<file path="src/rtl/instruction_fetch_if.sv">
// instruction_fetch_if: memory read port plus decode/control handshake of the fetch unit
interface instruction_fetch_if;
    logic        start;
    logic        halt;
    logic        stall;
    logic        redirect;
    logic [31:0] redirect_pc;
    logic [31:0] mem_address;
    logic        mem_write;
    logic [1:0]  mem_access_size;
    logic [31:0] mem_data_in;
    logic [31:0] insn_out;
    logic [31:0] pc_out;
    logic        insn_valid;
    logic        busy;
    logic        fault;
    logic [31:0] fault_pc;
    logic [15:0] fetch_count;

    modport master (
        input  start, halt, stall, redirect, redirect_pc, mem_data_in,
        output mem_address, mem_write, mem_access_size, insn_out, pc_out,
               insn_valid, busy, fault, fault_pc, fetch_count
    );

    modport slave (
        output start, halt, stall, redirect, redirect_pc, mem_data_in,
        input  mem_address, mem_write, mem_access_size, insn_out, pc_out,
               insn_valid, busy, fault, fault_pc, fetch_count
    );
endinterface

</file>
<file path="src/rtl/instruction_fetch.sv">
// instruction_fetch: walks the PC through instruction memory and hands words to decode
module instruction_fetch #(
    parameter logic [31:0] MEM_BASE  = 32'h80020000,
    parameter logic [31:0] MEM_BYTES = 32'h00100000
) (
    input  logic                       clk,
    input  logic                       rst_n,
    instruction_fetch_if.master        bus
);
    typedef enum logic [1:0] {IDLE, FETCH, FAULT} state_t;

    localparam logic [31:0] LAST_PC = MEM_BASE + MEM_BYTES - 32'd4;

    state_t      state, state_n;
    logic [31:0] fetch_pc, fetch_pc_n;
    logic [31:0] insn_q, insn_n;
    logic [31:0] pc_q, pc_n;
    logic [31:0] fault_pc_q, fault_pc_n;
    logic        valid_q, valid_n;
    logic        fault_q, fault_n;
    logic [15:0] count_q, count_n;
    logic        legal;

    // a wrapped PC lands below MEM_BASE, so the window compare also catches it
    assign legal = (fetch_pc[1:0] == 2'b00) && (fetch_pc >= MEM_BASE) && (fetch_pc <= LAST_PC);

    assign bus.mem_address     = fetch_pc;
    assign bus.mem_write       = 1'b0;
    assign bus.mem_access_size = 2'b10;
    assign bus.insn_out        = insn_q;
    assign bus.pc_out          = pc_q;
    assign bus.insn_valid      = valid_q;
    assign bus.busy            = (state == FETCH);
    assign bus.fault           = fault_q;
    assign bus.fault_pc        = fault_pc_q;
    assign bus.fetch_count     = count_q;

    // next state and register updates; halt > redirect > stall > normal fetch
    always_comb begin
        state_n    = state;
        fetch_pc_n = fetch_pc;
        insn_n     = insn_q;
        pc_n       = pc_q;
        valid_n    = valid_q;
        fault_n    = fault_q;
        fault_pc_n = fault_pc_q;
        count_n    = count_q;
        case (state)
            IDLE: begin
                valid_n = 1'b0;
                if (bus.start) begin
                    state_n    = FETCH;
                    fetch_pc_n = MEM_BASE;
                    count_n    = '0;
                    fault_n    = 1'b0;
                end
            end
            FETCH: begin
                if (bus.halt) begin
                    state_n = IDLE;
                    valid_n = 1'b0;
                end else if (bus.redirect) begin
                    fetch_pc_n = bus.redirect_pc;
                    valid_n    = 1'b0;
                end else if (!bus.stall) begin
                    if (legal) begin
                        insn_n     = bus.mem_data_in;
                        pc_n       = fetch_pc;
                        valid_n    = 1'b1;
                        fetch_pc_n = fetch_pc + 32'd4;
                        count_n    = count_q + {15'd0, count_q != 16'hFFFF};
                    end else begin
                        state_n    = FAULT;
                        fault_n    = 1'b1;
                        fault_pc_n = fetch_pc;
                        valid_n    = 1'b0;
                    end
                end
            end
            FAULT: begin
                valid_n = 1'b0;
                if (bus.halt) begin
                    state_n = IDLE;
                end else if (bus.start) begin
                    state_n    = FETCH;
                    fetch_pc_n = MEM_BASE;
                    count_n    = '0;
                    fault_n    = 1'b0;
                end
            end
            default: state_n = IDLE;
        endcase
    end

    // state register
    always_ff @(posedge clk or negedge rst_n) begin
        if (!rst_n) state <= IDLE;
        else        state <= state_n;
    end

    // fetch datapath registers
    always_ff @(posedge clk or negedge rst_n) begin
        if (!rst_n) begin
            fetch_pc   <= MEM_BASE;
            insn_q     <= '0;
            pc_q       <= '0;
            valid_q    <= 1'b0;
            fault_q    <= 1'b0;
            fault_pc_q <= '0;
            count_q    <= '0;
        end else begin
            fetch_pc   <= fetch_pc_n;
            insn_q     <= insn_n;
            pc_q       <= pc_n;
            valid_q    <= valid_n;
            fault_q    <= fault_n;
            fault_pc_q <= fault_pc_n;
            count_q    <= count_n;
        end
    end
endmodule

</file>
<file path="src/flat_wrapper.sv">
// flat-port wrapper written by rule: the top's interface ports become plain ports
module instruction_fetch_flat 
#(
    parameter logic [31:0] MEM_BASE  = 32'h80020000,
    parameter logic [31:0] MEM_BYTES = 32'h00100000
)
  (clk, rst_n, bus_start, bus_halt, bus_stall, bus_redirect, bus_redirect_pc, bus_mem_data_in, bus_mem_address, bus_mem_write, bus_mem_access_size, bus_insn_out, bus_pc_out, bus_insn_valid, bus_busy, bus_fault, bus_fault_pc, bus_fetch_count);
  instruction_fetch_if bus_i ();
  input  logic clk;
  input  logic rst_n;
  input wire logic [$bits(bus_i.start)-1:0] bus_start;
  input wire logic [$bits(bus_i.halt)-1:0] bus_halt;
  input wire logic [$bits(bus_i.stall)-1:0] bus_stall;
  input wire logic [$bits(bus_i.redirect)-1:0] bus_redirect;
  input wire logic [$bits(bus_i.redirect_pc)-1:0] bus_redirect_pc;
  input wire logic [$bits(bus_i.mem_data_in)-1:0] bus_mem_data_in;
  output wire logic [$bits(bus_i.mem_address)-1:0] bus_mem_address;
  output wire logic [$bits(bus_i.mem_write)-1:0] bus_mem_write;
  output wire logic [$bits(bus_i.mem_access_size)-1:0] bus_mem_access_size;
  output wire logic [$bits(bus_i.insn_out)-1:0] bus_insn_out;
  output wire logic [$bits(bus_i.pc_out)-1:0] bus_pc_out;
  output wire logic [$bits(bus_i.insn_valid)-1:0] bus_insn_valid;
  output wire logic [$bits(bus_i.busy)-1:0] bus_busy;
  output wire logic [$bits(bus_i.fault)-1:0] bus_fault;
  output wire logic [$bits(bus_i.fault_pc)-1:0] bus_fault_pc;
  output wire logic [$bits(bus_i.fetch_count)-1:0] bus_fetch_count;
  assign bus_i.start = bus_start;
  assign bus_i.halt = bus_halt;
  assign bus_i.stall = bus_stall;
  assign bus_i.redirect = bus_redirect;
  assign bus_i.redirect_pc = bus_redirect_pc;
  assign bus_i.mem_data_in = bus_mem_data_in;
  assign bus_mem_address = bus_i.mem_address;
  assign bus_mem_write = bus_i.mem_write;
  assign bus_mem_access_size = bus_i.mem_access_size;
  assign bus_insn_out = bus_i.insn_out;
  assign bus_pc_out = bus_i.pc_out;
  assign bus_insn_valid = bus_i.insn_valid;
  assign bus_busy = bus_i.busy;
  assign bus_fault = bus_i.fault;
  assign bus_fault_pc = bus_i.fault_pc;
  assign bus_fetch_count = bus_i.fetch_count;
  instruction_fetch #(.MEM_BASE(MEM_BASE), .MEM_BYTES(MEM_BYTES)) u_core (.clk(clk), .rst_n(rst_n), .bus(bus_i));
endmodule
</file>
<file path="config.mk">
export PLATFORM = sky130hd
export DESIGN_NAME = instruction_fetch_flat
export DESIGN_NICKNAME = d
export VERILOG_FILES = /design/src/rtl/instruction_fetch_if.sv /design/src/rtl/instruction_fetch.sv /design/src/flat_wrapper.sv
export SDC_FILE = /design/constraint.sdc
export NUM_CORES = 1
export LEC_CHECK = 0
export ABC_CLOCK_PERIOD_IN_PS = 3700
export CAP_MARGIN = 20
export CORE_ASPECT_RATIO = 1.25
export CORE_MARGIN = 5
export CORE_UTILIZATION = 46
export CTS_BUF_LIST = sky130_fd_sc_hd__clkbuf_8 sky130_fd_sc_hd__clkbuf_16
export CTS_CLUSTER_DIAMETER = 150
export CTS_CLUSTER_SIZE = 40
export DETAILED_ROUTE_END_ITERATION = 7
export HOLD_SLACK_MARGIN = 0.12
export PLACE_DENSITY = 0.81
export SYNTH_ARGS = -nofsm -noshare
export SYNTH_HDL_FRONTEND = slang
export SYNTH_SLANG_ARGS = --single-unit
</file>
<file path="constraint.sdc">
create_clock -name clk -period 3.7 [get_ports clk]
set_input_delay 0.925 -clock clk [delete_from_list [all_inputs] [get_ports clk]]
set_output_delay 0.925 -clock clk [all_outputs]
set_load 0.02 [all_outputs]
</file>
==> impl_metrics.py, run 1 <==
metrics = {
    "finish": {
        "drive_gt1_share_pct": 11.0,
        "antenna_cells": 0,
        "postLayoutCellArea_um2": 9680,
        "layout.cells.non_filler": 1098,
        "final_core_util_pct": 67.7,
        "fin_nets": 983,
        "areaGrowthSynthToFinish_pct": 45.1,
    },
    "worst_setup_path": {
        "crit_family": "simple AND/OR/NAND/NOR gates",
        "cp.buffers_inverters": 1,
        "cp-end-kind": "flop",
        "r2r-start": "u_core.bus.mem_address[31]$_DFFE_PN1P_",
        "crit_type": "input pin to flop",
        "critical-path-slowest-cell": "or4b_1",
        "cp.depth": 6,
        "worstPathRequired_ns": 4.04,
        "timing.reg2reg.worst_path_depth": 5,
        "path_cells": "clkdlybuf4s50_1, or3b_1, or3_1, or4b_1, or4_1, a21oi_1",
        "slowest_delay_ns": 0.67,
        "worstPathArrival_ns": 3.45,
        "cp_max_fo": 8,
        "worstSetupStartpointType": "input pin",
        "regToRegEndpoint": "u_core.bus.fetch_count[15]$_DFFE_PN0P_",
        "rrSetupSlack_ns": 0.76,
    },
    "clock_tree": {
        "clock_path_buffers": 2,
        "clk_pin_slew_ns": 0.06,
        "clock_sinks": 148,
        "holdBufCountCts": 0,
        "cts_tree": "yes",
        "cts_resized": 0,
        "cts_root_buffer": "clkbuf_16",
        "numCtsBuffers": 17,
        "htreeDepth": 4,
        "insertion_delay_ns": 0.42,
        "post-cts-setup-buffers": 0,
    },
    "detailed_routing": {
        "vias": 6098,
        "ant_nets": 0,
        "drt_iter0_markers": 438,
        "first_pass_iters": 5,
        "routed_wl_um": 19900,
        "drc_errors": 0,
        "wire_per_inst_um": 18.1,
        "via_per_inst": 5.55,
    },
    "sta": {
        "tightest_slew_ns": 0.819,
        "maxSlewHeadroom_pct": 45.2,
        "finalHoldViolations": 0,
        "min_period_ns": 3.10,
        "rsz0062_at_grt": "no",
        "finalSetupViolCount": 0,
        "clock_skew_ns": 0.00862,
        "drv_slew": 0,
        "fmax_mhz": 322,
        "fin_crit_sh_pct": 83.9,
        "fin_tns_setup_ns": 0,
    },
    "logic_synthesis": {
        "synth-async-reset-ratio_pct": 100,
        "ys_ff_latch": 148,
        "syn-mean-instance-area_um2": 9.73,
        "ys_seq_area_share_pct": 55.6,
        "yosysUniqueCellTypes": 59,
        "yosys_warnings": 0,
        "synth_area_um2": 6670,
        "synth_edf_count": 0,
        "synth_cells": 685,
        "synthFlopType": "dfrtp_1",
    },
    "power_and_ir_drop": {
        "vdd_drop_max_mv": 0.390,
        "p_per_area_nw_per_um2": 649,
        "p_leak_nw": 4.26,
    },
    "job": {
        "maxCapViolCount": 0,
    },
    "place": {
        "hpwl_um": 14000,
        "post-place-cells": 1068,
        "dpl_cell_area_um2": 9130,
        "place_congestion": 0.928,
        "portBuffers": 216,
    },
    "floorplan": {
        "core_region_area_um2": 14300,
        "ios": 220,
        "die_h_um": 145,
        "dieWidth_um": 118,
        "rows": 49,
        "start_util_pct": 46.7,
        "die_area_um2": 17000,
    },
    "hold_path": {
        "holdPathEnd": "u_core.bus.insn_out[25]$_DFFE_PN0P_",
        "hp-start": "u_core.bus.insn_out[25]$_DFFE_PN0P_",
        "hold_class": "flop to flop",
        "min_delay_path_depth": 2,
    },
    "global_route": {
        "grt_use_total_pct": 23.6,
        "grt_pass1_vias": 6165,
        "grt_pass1_wl_um": 32300,
        "grt-ovfl-total": 0,
        "grt_antenna_before_repair": 0,
        "grt_max_degree": 65,
    },
    "run_status": {
        "status": "finished clean",
    },
}
-- worst max-delay path by stage --
stage | slack, ns | endpoint | startpoint
finish | 0.60 | u_core.bus.fetch_count[9]$_DFFE_PN0P_ | bus_redirect
global route | 0.50 | u_core.bus.fetch_count[15]$_DFFE_PN0P_ | bus_redirect
CTS | 0.61 | u_core.bus.fetch_count[9]$_DFFE_PN0P_ | bus_redirect
detailed placement | 0.16 | u_core.bus.fetch_count[9]$_DFFE_PN0P_ | bus_redirect
global placement | 0.26 | u_core.bus.fetch_count[6]$_DFFE_PN0P_ | bus_redirect
floorplan | 0.66 | u_core.bus.fetch_count[9]$_DFFE_PN0P_ | bus_redirect
-- cell usage after synthesis, drive strengths merged (2+ instances only) --
| cell type | count | area share, % |
|---|---|---|
| or2 | 4 | 0.38 |
| or4 | 9 | 1.1 |
| or4b | 3 | 0.45 |
| ha | 4 | 0.75 |
| and2 | 14 | 1.3 |
| nand3 | 22 | 1.7 |
| nand2b | 3 | 0.28 |
| dfstp | 2 | 0.79 |
| or3 | 13 | 1.2 |
| conb | 2 | 0.11 |
| a221oi | 2 | 0.26 |
| o41ai | 3 | 0.39 |
| o211ai | 4 | 0.45 |
| buf | 4 | 0.41 |
| o2bb2ai | 6 | 0.79 |
| dfrtp | 146 | 55 |
| nor3 | 21 | 1.6 |
| a22o | 11 | 1.4 |
| a21oi | 26 | 2.0 |
| and4 | 3 | 0.39 |
| nor4 | 9 | 0.94 |
| o21ai | 36 | 2.7 |
| nand2 | 190 | 11 |
| o31ai | 8 | 0.90 |
| a211oi | 9 | 1.0 |
| mux2 | 32 | 5.4 |
| nand4 | 8 | 0.75 |
| and3 | 4 | 0.38 |
| clkbuf | 31 | 1.7 |
| nor2 | 19 | 1.1 |
| o22ai | 2 | 0.19 |
| inv | 12 | 0.68 |
| nand4b | 2 | 0.26 |
-- stage by stage --
step,setup WS (ns),power (mW),hold WS [ns]
6_report,0.597,6.28,0.463
5_1_grt,0.501,6.59,0.482
4_1_cts,0.612,6.32,0.468
3_5_place_dp,0.163,4.68,0.453
3_3_place_gp,0.258,4.63,0.448
2_1_floorplan,0.657,3.45,0.531
-- final cells by class --
| type | count | area [µm²] |
|---|---|---|
| fillers | 1129 | 4610 |
| flip-flops and latches | 148 | 3710 |
| clock inverters | 10 | 85.1 |
| well taps | 178 | 223 |
| repair buffers | 239 | 2360 |
| inverters | 13 | 48.8 |
| clock buffers | 20 | 467 |
| multi-input cells | 490 | 2790 |
-- report_power, final --
group,switching [mW],internal [mW],leakage [nW]
Clock,0.662,0.963,0.271
Combinational,1.22,1.09,1.99
Sequential,0.324,2.02,2.00
Total,2.21,4.07,4.26
-- cells in the final DEF (no fill, tap or decap), types with 3 or more instances in the layout --
master,n
clkbuf_16,17
clkinv_2,4
a22o_1,11
or2_2,4
nand2_1,190
nand2b_1,3
mux2_2,32
inv_1,12
o2bb2ai_1,6
o21ai_1,15
a211oi_1,9
nand3_1,22
nor2_1,18
clkbuf_8,3
nand4_1,8
o21ai_0,21
and4_1,3
and2_1,14
o41ai_1,3
or4b_1,3
clkinvlp_4,3
conb_1,3
or4_1,8
a21oi_1,26
buf_4,21
o211ai_1,4
clkdlybuf4s50_1,215
dfrtp_1,146
or3_1,12
ha_1,4
nor3_1,20
and3_1,4
nor4_1,8
o31ai_1,8
-- worst reg2reg max path, cell delays in order, from the launching register on --
cell     delay [ns]
dfstp_2        0.57
or4b_1         0.49
or4_4          0.53
or3_2          0.60
or4_1          0.52
a21oi_1        0.15
-- cell families (layout without fill, tap and decap cells) --
| kind of cell | Yosys count | count (layout) | synth area share, % |
|---|---|---|---|
| compound gates | 121 | 121 | 12.0 |
| flops | 148 | 148 | 55.6 |
| simple gates | 327 | 327 | 22.8 |
| buf+inv | 48 | 282 | 2.89 |
| mux | 33 | 33 | 5.55 |
| xor+xnor | 2 | 2 | 0.263 |
| other cells | 2 | 3 | 0.113 |
| fa+ha+maj | 4 | 4 | 0.751 |
-- registers in the layout, indices dropped and copies added (netlist names) --
signal                  flops
u_core.bus.fault_pc        32
u_core.bus.mem_address     32
u_core.bus.fault            1
u_core.bus.insn_out        32
u_core.bus.pc_out          32
u_core.bus.fetch_count     16
u_core.bus.insn_valid       1
u_core.state                2
-- layer usage --
metal  up-vias  wire, µm  share of wire (%)  GRT usage, %
li1       2862         -                  -             -
met3        35      1370                6.9          6.22
met4         0       495                2.5          9.18
met2       278      9910                 50          40.3
met5         -         0                  0             0
met1      2923      8120                 41          28.7
Power figures use the tool's default switching activity.
==> run 2: changes to the inputs <==
--- a/config.mk
+++ b/config.mk
@@ -5,7 +5,7 @@
 export SDC_FILE = /design/constraint.sdc
 export NUM_CORES = 1
 export LEC_CHECK = 0
-export ABC_CLOCK_PERIOD_IN_PS = 3700
+export ABC_CLOCK_PERIOD_IN_PS = 3100
 export CAP_MARGIN = 20
 export CORE_ASPECT_RATIO = 1.25
 export CORE_MARGIN = 5
==> constraint.sdc (replaced) <==
create_clock -name clk -period 3.1 [get_ports clk]
set_input_delay 0.775 -clock clk [delete_from_list [all_inputs] [get_ports clk]]
set_output_delay 0.775 -clock clk [all_outputs]
set_load 0.02 [all_outputs]
==> run 2 against run 1 <==
Critical path depth is 3 lower. First-iteration DRC count is 7.3% lower. Via count is 1.0% higher. Setup slack worse by 0.41 ns. Critical path type is now flop to output pin. Worst hold slack worse by 0.15 ns. Global-route usage hardly changed. Die area stayed put. Final cell count is 1.7% higher.
==> impl_metrics.py, run 2 (synthesized netlist as in run 1, its figures left out) <==
metrics = {
    "run_status": {
        "status": "finished clean",
    },
    "global_route": {
        "grt-ovfl-total": 0,
        "grt_antenna_before_repair": 0,
        "grt_max_degree": 57,
        "grt_pass1_wl_um": 32500,
        "grt_use_total_pct": 23.6,
        "grt_pass1_vias": 6306,
    },
    "floorplan": {
        "ios": 220,
        "die_h_um": 145,
        "rows": 49,
        "start_util_pct": 46.7,
        "dieWidth_um": 118,
        "die_area_um2": 17000,
        "core_region_area_um2": 14300,
    },
    "hold_path": {
        "hold_class": "input pin to async pin",
    },
    "detailed_routing": {
        "routed_wl_um": 19900,
        "first_pass_iters": 5,
        "wire_per_inst_um": 17.8,
        "drc_errors": 0,
        "via_per_inst": 5.52,
        "ant_nets": 0,
        "drt_iter0_markers": 406,
        "vias": 6161,
    },
    "finish": {
        "areaGrowthSynthToFinish_pct": 47.8,
        "antenna_cells": 0,
        "fin_nets": 1001,
        "nFillCells": 1115,
        "final_core_util_pct": 69.0,
        "drive_gt1_share_pct": 12.7,
        "layout_commonest_cell": "clkdlybuf4s50_1",
        "final_cell_mix": "clkdlybuf4s50_1 (215), nand2_1 (190), dfrtp_1 (146)",
    },
    "sta": {
        "drv_slew": 0,
        "rsz0062_at_grt": "no",
        "clock_skew_ns": 0.00864,
        "finalSetupViolCount": 0,
        "tightest_slew_ns": 0.746,
        "setup_ws_ns": 0.185,
        "min_period_ns": 2.92,
        "finalHoldViolations": 0,
        "maxSlewHeadroom_pct": 50.1,
        "fmax_mhz": 343,
        "fin_crit_sh_pct": 94.0,
    },
    "clock_tree": {
        "insertion_delay_ns": 0.42,
        "cts_root_buffer": "clkbuf_16",
        "cts_resized": 0,
        "numCtsBuffers": 17,
        "holdBufCountCts": 0,
        "htreeDepth": 4,
        "clock_path_buffers": 2,
        "post-cts-setup-buffers": 0,
        "cts_tree": "yes",
        "clock_sinks": 148,
        "clk_pin_slew_ns": 0.06,
    },
    "worst_setup_path": {
        "cp_max_fo": 14,
        "critical-path-slowest-cell": "clkdlybuf4s50_1",
        "cp.depth": 3,
        "path_cells": "nand2b_1, inv_2, clkdlybuf4s50_1",
        "cp-end-kind": "output pin",
        "worstPathRequired_ns": 2.32,
        "worstSetupStartpointType": "flop",
        "worstPathArrival_ns": 2.14,
        "crit_type": "flop to output pin",
        "slowest_delay_ns": 0.68,
        "cp.buffers_inverters": 2,
        "timing.reg2reg.worst_path_depth": 7,
        "crit_family": "buffers and inverters",
    },
    "power_and_ir_drop": {
        "p_leak_nw": 4.38,
        "p_per_area_nw_per_um2": 763,
        "vdd_drop_max_mv": 0.479,
    },
    "place": {
        "hpwl_um": 14500,
        "place_ws_ns": -0.179,
        "portBuffers": 216,
        "place_congestion": 0.919,
    },
    "job": {
        "maxCapViolCount": 0,
    },
}
run 2: cell types whose count changed in the layout (fill, tap and decap cells not counted):
cell,delta
clkinvlp_4,-1
buf_4,+14
inv_1,+1
buf_12,+4
clkbuf_8,-1
clkinv_2,+2
run 2: stage by stage:
step	cell area, µm²	total power [mW]	instances	hold WS (ns)	setup TNS (ns)
6_report	9850	7.52	1117	0.313	0
5_1_grt	9850	7.91	1117	0.360	0
4_1_cts	9850	7.58	1117	0.338	0
3_5_place_dp	9310	5.66	1086	0.454	-2.87
3_3_place_gp	9310	5.59	1086	0.448	-1.30
2_1_floorplan	6670	4.12	686	0.479	0
run 2: where the power goes:
group	total, mW	switching (mW)	internal, mW	leakage [nW]
Sequential	2.76	0.352	2.41	2.00
Combinational	2.86	1.50	1.36	2.10
Clock	1.90	0.777	1.13	0.277
Total	7.52	2.63	4.89	4.38
run 2: worst paths after layout:
check,from,to,slack [ns]
max,u_core.state[1]$_DFFE_PN0P_,bus_busy,0.18
min,rst_n,u_core.bus.pc_out[23]$_DFFE_PN0P_,0.31
max reg2reg,u_core.bus.mem_address[31]$_DFFE_PN1P_,u_core.bus.fetch_count[2]$_DFFE_PN0P_,0.26
min reg2reg,u_core.bus.insn_out[22]$_DFFE_PN0P_,u_core.bus.insn_out[22]$_DFFE_PN0P_,0.46
max in group asynchronous,rst_n,u_core.bus.mem_address[17]$_DFFE_PN1P_,2.07
min in group clk,u_core.bus.insn_out[22]$_DFFE_PN0P_,u_core.bus.insn_out[22]$_DFFE_PN0P_,0.46
run 2: area by class of cell:
cell class / count / area, µm² / area share, %
multi-input cells: 490 / 2790 / 28.3
flip-flops and latches: 148 / 3710 / 37.6
clock inverters: 12 / 91.3 / 0.927
inverters: 13 / 48.8 / 0.495
well taps: 178 / 223 / 2.26
clock buffers: 19 / 453 / 4.60
repair buffers: 257 / 2550 / 25.8
run 2: per-layer routing:
metal	up-vias	routed length [µm]	global-route usage (%)
met5	-	0	0
met4	0	595	9.66
met3	46	1560	6.26
met2	267	9950	40.5
met1	2954	7830	28.3
li1	2894	-	-
==> run 3: changes to the inputs <==
==> constraint.sdc (replaced) <==
create_clock -name clk -period 3.1 [get_ports clk]
set_input_delay 0.775 -clock clk [delete_from_list [all_inputs] [get_ports clk]]
set_output_delay 0.775 -clock clk [all_outputs]
set_load 0.005 [all_outputs]
==> run 3 against run 2 <==
Via count about the same. Fmax about the same. Clock skew shrank 0.0034 ns. Sequential share of layout area fell by 0.10 points.
==> impl_metrics.py, run 3 (synthesized netlist as in run 1, its figures left out) <==
metrics = {
    "global_route": {
        "grt_pass1_wl_um": 33000,
        "grt_pass1_vias": 6399,
        "grt_use_total_pct": 23.9,
        "grt-ovfl-total": 0,
        "grt_max_degree": 49,
        "grt_antenna_before_repair": 0,
    },
    "sta": {
        "drv_slew": 0,
        "min_period_ns": 2.91,
        "maxSlewHeadroom_pct": 45.6,
        "tightest_slew_ns": 0.813,
        "setup_ws_ns": 0.186,
        "fmax_mhz": 343,
        "fin_tns_setup_ns": 0,
        "rsz0062_at_grt": "no",
        "finalSetupViolCount": 0,
        "clock_skew_ns": 0.00526,
        "fin_crit_sh_pct": 94.0,
        "finalHoldViolations": 0,
    },
    "finish": {
        "areaGrowthSynthToFinish_pct": 48.2,
        "multi_input_area_um2": 2790,
        "fin_nets": 1000,
        "postLayoutCellArea_um2": 9880,
        "final_cell_mix": "clkdlybuf4s50_1 (215), nand2_1 (190), dfrtp_1 (146)",
        "seqCellArea_um2": 3710,
        "nFillCells": 1123,
        "drive_gt1_share_pct": 12.8,
        "layout_commonest_cell": "clkdlybuf4s50_1",
        "antenna_cells": 0,
    },
    "clock_tree": {
        "post-cts-setup-buffers": 0,
        "cts_root_buffer": "clkbuf_16",
        "numCtsBuffers": 17,
        "clock_path_buffers": 2,
        "clk_pin_slew_ns": 0.06,
        "cts_resized": 0,
        "clock_sinks": 148,
        "cts_tree": "yes",
        "holdBufCountCts": 0,
        "htreeDepth": 4,
        "insertion_delay_ns": 0.42,
    },
    "worst_setup_path": {
        "r2r-start": "u_core.bus.fetch_count[7]$_DFFE_PN0P_",
        "crit_type": "input pin to flop",
        "slowest_delay_ns": 0.64,
        "worstSetupStartpointType": "input pin",
        "crit_family": "simple AND/OR/NAND/NOR gates",
        "critical-path-slowest-cell": "or4b_1",
        "critPathLaunch": "bus_redirect",
        "worstPathArrival_ns": 3.25,
        "cp_max_fo": 6,
        "path_cells": "clkdlybuf4s50_1, or3b_1, or3_1, or4b_1, or4_1, a21oi_1",
        "cp-end-kind": "flop",
        "worstPathRequired_ns": 3.44,
        "cp.buffers_inverters": 1,
    },
    "floorplan": {
        "die_h_um": 145,
        "dieWidth_um": 118,
        "rows": 49,
        "ios": 220,
        "die_area_um2": 17000,
        "core_region_area_um2": 14300,
        "start_util_pct": 46.7,
    },
    "power_and_ir_drop": {
        "vdd_drop_max_mv": 0.449,
        "total_power_mw": 7.12,
        "p_per_area_nw_per_um2": 721,
        "p_leak_nw": 4.38,
    },
    "detailed_routing": {
        "drt_iter0_markers": 463,
        "drc_errors": 0,
        "vias": 6155,
        "first_pass_iters": 5,
        "ant_nets": 0,
        "wire_per_inst_um": 18.2,
        "routed_wl_um": 20300,
        "via_per_inst": 5.51,
    },
    "place": {
        "place_ws_ns": -0.211,
        "place_congestion": 0.948,
        "dpl_cell_area_um2": 9290,
        "portBuffers": 216,
        "hpwl_um": 14700,
    },
    "run_status": {
        "status": "finished clean",
    },
    "job": {
        "maxCapViolCount": 0,
    },
    "hold_path": {
        "hold_class": "input pin to async pin",
    },
}
-- run 3: power by group --
part	switching, mW	internal (mW)
sequential	0.351	2.41
clock	0.805	1.26
combinational	0.958	1.35
total	2.11	5.01
-- run 3: path summary, 6_finish.rpt --
| check | to | slack (ns) | cells past startpoint |
|---|---|---|---|
| setup reg to reg | u_core.bus.fetch_count[10]$_DFFE_PN0P_ | 0.19 | 10 |
| min in group clk | u_core.bus.pc_out[11]$_DFFE_PN0P_ | 0.46 | 2 |
| hold reg to reg | u_core.bus.pc_out[11]$_DFFE_PN0P_ | 0.46 | 2 |
| max in group asynchronous | u_core.bus.insn_out[2]$_DFFE_PN0P_ | 2.04 | 2 |
| setup / recovery | u_core.bus.fetch_count[9]$_DFFE_PN0P_ | 0.19 | 6 |
| hold / removal | u_core.bus.pc_out[25]$_DFFE_PN0P_ | 0.29 | 1 |
-- run 3: metal layers --
metal	track usage, %	wire length, µm
met4	9.90	469
met2	41.3	10300
met3	5.16	1270
met5	0	0
met1	29.2	8210
-- run 3: through the flow --
step | std cells | hold WS, ns | utilization, %
after floorplan | 686 | 0.459 | -
after global placement | 1085 | 0.448 | 65.0
after detailed placement | 1085 | 0.455 | 65.0
after CTS | 1117 | 0.286 | 69.2
after global routing | 1117 | 0.320 | 69.2
final | 1117 | 0.295 | 69.2
-- run 3: final cells by class --
cell class / instances / share of cell area, %
Sequential cell: 148 / 37.5
Timing Repair Buffer: 256 / 25.6
Inverter: 13 / 0.494
Tap cell: 178 / 2.25
Clock inverter: 15 / 1.67
Multi-Input combinational cell: 490 / 28.2
Clock buffer: 17 / 4.31
-- run 3: worst reg2reg max path, cell delays in order, from the launching register on --
cell and delay (ns):
dfrtp_1 0.44, and4_1 0.27, and2_1 0.19, nand3_1 0.13, or3_1 0.14, ha_1 0.18
ha_1 0.24, nand3_1 0.20, or4_1 0.50, nor4_1 0.34, o21ai_0 0.15
